**src/rtl/ifetch_buffer_pkg.sv**
```systemverilog
// ifetch_buffer_pkg: shared entry and state types for the instruction-fetch front end
package ifetch_buffer_pkg;
    localparam int PKG_XLEN = 64;
    localparam int PKG_ILEN = 32;
    typedef enum logic [1:0] {IDLE, REQ, DISCARD} ifb_state_t;
    typedef struct packed {
        logic [PKG_XLEN-1:0] pc;
        logic [PKG_ILEN-1:0] instr;
        logic                fault;
    } fetch_entry_t;
endpackage

```
**src/rtl/ifetch_buffer_fifo.sv**
```systemverilog
// fetch_fifo: circular instruction queue with flush that overrides push and pop
module fetch_fifo import ifetch_buffer_pkg::*; #(
    parameter int  DEPTH = 4,
    parameter type T     = fetch_entry_t,
    localparam int AW    = $clog2(DEPTH)
) (
    input  logic        clk,
    input  logic        reset,
    input  logic        flush,
    input  logic        push,
    input  T            push_data,
    input  logic        pop,
    output logic [AW:0] count,
    output T            head
);
    T mem [DEPTH];
    logic [AW:0] wr_ptr;
    logic [AW:0] rd_ptr;
    assign count = wr_ptr - rd_ptr;
    assign head  = mem[rd_ptr[AW-1:0]];
    // pointer update; the extra pointer bit tells full from empty
    always_ff @(posedge clk) begin
        if (reset || flush) begin
            wr_ptr <= '0;
            rd_ptr <= '0;
        end else begin
            if (push) wr_ptr <= wr_ptr + (AW+1)'(1);
            if (pop) rd_ptr <= rd_ptr + (AW+1)'(1);
        end
    end
    // storage write for an accepted push
    always_ff @(posedge clk) begin
        if (push && !flush && !reset) mem[wr_ptr[AW-1:0]] <= push_data;
    end
endmodule

```
**src/rtl/ifetch_buffer.sv**
```systemverilog
// ifetch_buffer: sequential fetch FSM with reserved queue credits and redirect flush
module ifetch_buffer import ifetch_buffer_pkg::*; #(
    parameter int              DEPTH    = 4,
    parameter int              XLEN     = 64,
    parameter int              ILEN     = 32,
    parameter logic [XLEN-1:0] RESET_PC = 64'h8000_0000
) (
    input  logic            clk,
    input  logic            reset,
    output logic            ireq_valid,
    output logic [XLEN-1:0] ireq_addr,
    input  logic            iresp_data_ok,
    input  logic [ILEN-1:0] iresp_data,
    input  logic            redirect,
    input  logic [XLEN-1:0] redirect_pc,
    output logic            out_valid,
    input  logic            out_ready,
    output logic [XLEN-1:0] out_pc,
    output logic [ILEN-1:0] out_instr,
    output logic            out_fault,
    output logic            busy
);
    localparam int AW = $clog2(DEPTH);
    ifb_state_t      state;
    logic [XLEN-1:0] fetch_pc;
    logic            stall;
    logic [AW:0]     count;
    logic [AW+1:0]   used;
    logic            room;
    logic            push;
    logic            pop;
    fetch_entry_t    push_data;
    fetch_entry_t    head;
    assign used      = {1'b0, count} + (AW+2)'(state == REQ);
    assign room      = used < (AW+2)'(DEPTH);
    assign push      = !redirect && ((state == REQ && iresp_data_ok) ||
                       (state == IDLE && room && !stall && fetch_pc[1:0] != 2'b00));
    assign push_data = state == REQ ? {ireq_addr, iresp_data, 1'b0} : {fetch_pc, {ILEN{1'b0}}, 1'b1};
    assign out_valid = count != '0;
    assign pop       = out_valid && out_ready;
    assign out_pc    = out_valid ? head.pc : '0;
    assign out_instr = out_valid ? head.instr : '0;
    assign out_fault = out_valid && head.fault;
    assign busy      = state != IDLE;

    fetch_fifo #(.DEPTH(DEPTH), .T(fetch_entry_t)) u_fifo (
        .clk       (clk),
        .reset     (reset),
        .flush     (redirect),
        .push      (push),
        .push_data (push_data),
        .pop       (pop),
        .count     (count),
        .head      (head)
    );

    // fetch FSM: redirect wins, a slot is reserved before any request issues
    always_ff @(posedge clk) begin
        if (reset) begin
            state      <= IDLE;
            fetch_pc   <= RESET_PC;
            stall      <= 1'b0;
            ireq_valid <= 1'b0;
            ireq_addr  <= '0;
        end else if (redirect) begin
            fetch_pc <= redirect_pc;
            stall    <= 1'b0;
            if (state == REQ && !iresp_data_ok) begin
                state <= DISCARD;
            end else if (state != IDLE && iresp_data_ok) begin
                state      <= IDLE;
                ireq_valid <= 1'b0;
            end
        end else begin
            case (state)
                IDLE: if (room && !stall) begin
                    if (fetch_pc[1:0] == 2'b00) begin
                        state      <= REQ;
                        ireq_valid <= 1'b1;
                        ireq_addr  <= fetch_pc;
                    end else begin
                        stall <= 1'b1;
                    end
                end
                REQ: if (iresp_data_ok) begin
                    state      <= IDLE;
                    ireq_valid <= 1'b0;
                    fetch_pc   <= fetch_pc + XLEN'(4);
                end
                DISCARD: if (iresp_data_ok) begin
                    state      <= IDLE;
                    ireq_valid <= 1'b0;
                end
                default: state <= IDLE;
            endcase
        end
    end
endmodule

```
**config.mk**
```make
export PLATFORM = sky130hd
export DESIGN_NAME = ifetch_buffer
export DESIGN_NICKNAME = d
export VERILOG_FILES = /design/src/rtl/ifetch_buffer_pkg.sv /design/src/rtl/ifetch_buffer_fifo.sv /design/src/rtl/ifetch_buffer.sv
export SDC_FILE = /design/constraint.sdc
export NUM_CORES = 1
export LEC_CHECK = 0
export CORE_UTILIZATION = 56
export DETAILED_ROUTE_END_ITERATION = 6
export PLACE_DENSITY = 0.8
export SYNTH_ARGS = -nofsm -noshare
export SYNTH_HDL_FRONTEND = slang
export SYNTH_SLANG_ARGS = --single-unit
```
**constraint.sdc**
```tcl
create_clock -name clk -period 6.29 [get_ports clk]
set_clock_uncertainty 0.1 [all_clocks]
set_input_delay 0.9435 -clock clk [delete_from_list [all_inputs] [get_ports clk]]
set_output_delay 0.9435 -clock clk [all_outputs]
set_load 0.05 [all_outputs]
```
==> flow_summary.json <==
{
  "wl_per_cell_um": 22.87,
  "die_area_mm2": 0.04056,
  "synth_fp_nets": 1693,
  "filler_cell_count": 2671,
  "hp-class": "flop to flop",
  "yosys_warnings": 0,
  "dr.pass1.iters": 7,
  "r2r_setup_slack_ns": 2.28,
  "cts_max_level": 2,
  "grt_pass1_vias": 14392,
  "failed_checks": "DRC",
  "multi_input_area_mm2": 0.007343,
  "clock.fmax_ghz": 0.2038,
  "drive_gt1_share_pct": 14.96,
  "synth.cell_area_mm2": 0.02226,
  "crit_end": "out_pc[51]",
  "yosysSeqAreaShare_pct": 64.92,
  "drv_slew": 0,
  "totalWireLength_um": 54130,
  "dp_hpwl_um": 33470,
  "vias_per_cell": 6.075,
  "maxCapViolCount": 0,
  "synth_top_flop_cell": "edfxtp_1",
  "async_reset_ff_share_pct": 0,
  "clock_latency_ns": 0.59,
  "final_common_cell": "edfxtp_1",
  "syn_avg_cell_area_um2": 14.07,
  "synth-edff-count": 388,
  "final_cell_area_mm2": 0.02693,
  "r2r_cells": 9,
  "drc": 2,
  "cp.arrival_ns": 3.86,
  "clk_pin_slew_worst_paths_ns": 0.06,
  "cts_setup_buffers": 0,
  "clock-sinks": 528,
  "cts_hold_buffers": 0,
  "dpl_cell_area_mm2": 0.02528,
  "rsz0062_at_grt": "no",
  "critical_path_class": "flop to primary output",
  "utilization_pct": 69.19,
  "vdd_drop_max_uv": 204.3,
  "crit_path_start_kind": "flop",
  "r2r_start": "u_fifo.wr_ptr[0]",
  "floorplan.initialDensity_pct": 57.21,
  "power-per-cell-area_mw_per_mm2": 296.6,
  "regArea_mm2": 0.01446,
  "layout_common_cells": "edfxtp_1 (388), clkdlybuf4s50_1 (262), nand2_1 (180), dfxtp_1 (138), and2_1 (133)",
  "vias": 14380,
  "cts_tree": "done",
  "crit_required_ns": 5.25,
  "setup_tns_ns": 0,
  "drt_iter0_drc": 1111,
  "hold_viol": 0,
  "coreArea_mm2": 0.03892,
  "die_h_um": 201.4,
  "tightest_slew_ns": 1.249,
  "setup_viol": 0,
  "gp_congestion": 0.8088,
  "p_total_mw": 7.988,
  "synth_area_leader_cell": "edfxtp_1",
  "place.port_buffers": 264,
  "grt_max_degree": 101,
  "path_max_fanout": 100,
  "p_leak_nw": 8.736,
  "min_period_ns": 4.907,
  "die_w_um": 201.4,
  "clock_path_buffers": 3,
  "io_pins": 265,
  "grt_remaining_overflow": 0,
  "status": "complete, but fails checks",
  "grt_first_pass_wirelength_um": 83330,
  "regToRegEndpoint": "u_fifo.mem[0][85]",
  "syn_inst": 1582,
  "cp-startpoint": "u_fifo.wr_ptr[0]",
  "slew_headroom_pct": 16.70,
  "synth_area_leaders": "edfxtp_1 (52%), dfxtp_1 (13%), mux4_2 (9.8%), and2_1 (3.8%), mux2_2 (3.1%)",
  "synth.distinct_cells": 62,
  "finalNetCount": 1915,
  "route.antenna.remaining_nets": 0,
  "fin_crit_sh_pct": 78.02,
  "areaGrowthSynthToFinish_pct": 20.95,
  "cts-resized-gates": 0,
  "synth_top_area_share_pct": 52.33,
  "cts_buffers": 51,
  "grt_usage_pct": 26.95,
  "critPathCaptureType": "primary output",
  "grt_antenna_before_repair": 2,
  "synth-seq-cells": 528,
  "rows": 72,
  "cts-root-buf": "clkbuf_16"
}
## area by class of cell
type | count | share of cell area, %
diodes | 4 | 0.03717
clock buffers | 70 | 5.227
clock inverters | 24 | 0.8642
inverters | 13 | 0.1859
multi-input cells | 929 | 27.27
flip-flops and latches | 528 | 53.70
well taps | 518 | 2.407
repair buffers | 281 | 10.31
## cell usage after synthesis, drive strengths merged, types with 11 or more instances
| cell type | count |
|---|---|
| a211oi | 23 |
| a21oi | 80 |
| a311oi | 16 |
| and2 | 138 |
| and3 | 17 |
| buf | 19 |
| clkbuf | 93 |
| dfxtp | 140 |
| edfxtp | 388 |
| inv | 12 |
| mux2 | 62 |
| mux4 | 97 |
| nand2 | 180 |
| nand3 | 19 |
| nand4 | 30 |
| nor2 | 76 |
| nor3 | 22 |
| nor4 | 18 |
| o21ai | 17 |
| or3 | 11 |
| or4 | 12 |
| xnor2 | 21 |
| xor2 | 14 |
## power breakdown
part           total [mW]  switching (mW)  internal [mW]
clock                3.01            1.28           1.73
combinational        1.05           0.671          0.382
sequential           3.92          0.0811           3.84
## worst min-delay path by stage
stage | startpoint | end | cells after the start
floorplan | fetch_pc[23] | ireq_addr[23] | 2
global placement | ireq_addr[58] | ireq_addr[58] | 2
detailed placement | ireq_addr[36] | ireq_addr[36] | 2
CTS | ireq_addr[63] | ireq_addr[63] | 2
global route | ireq_addr[36] | ireq_addr[36] | 2
finish | ireq_addr[15] | ireq_addr[15] | 2
## through the flow
step | hold slack [ns] | setup slack [ns] | instances
final | 0.3712 | 1.383 | 2367
after global routing | 0.3846 | 1.230 | 2363
after CTS | 0.3710 | 1.395 | 2363
after detailed placement | 0.3596 | 2.020 | 2269
after global placement | 0.3529 | 2.070 | 2269
after floorplan | 0.3537 | 1.566 | 1582
## per-layer routing
metal / wire (um) / up-vias / track usage, %
met5: 0 / - / 0
met4: 1897 / 0 / 11.07
met3: 4447 / 117 / 4.632
met2: 25680 / 698 / 43.10
met1: 22110 / 7159 / 36.86
li1: - / 6406 / -
## sequential cells by signal (all words and copies together) (netlist names), named ones only
name           count
ireq_valid         1
u_fifo.rd_ptr      3
state              2
fetch_pc          64
u_fifo.wr_ptr      3
stall              1
u_fifo.mem       388
ireq_addr         64
## critical path: stages (launching register included)
cell and delay, ns:
dfxtp_1 0.37, inv_1 0.11, ha_1 0.22, fa_1 0.38, xor3_1 0.28, or2_4 0.71
and2_1 0.25, clkdlybuf4s50_1 0.81
## kinds of logic (layout without fill, tap and decap cells)
family | after synthesis | after routing | synth area share, %
buffers and inverters | 125 | 388 | 2.237
DFF | 528 | 528 | 64.92
muxes | 167 | 167 | 13.31
xor gates and xnor gates | 36 | 36 | 1.484
AOI/OAI and AO/OA | 162 | 162 | 4.535
adders and majority gates | 10 | 10 | 0.5957
other | 0 | 4 | 0
and+or+nand+nor | 554 | 554 | 12.92
Power figures use the tool's default switching activity.
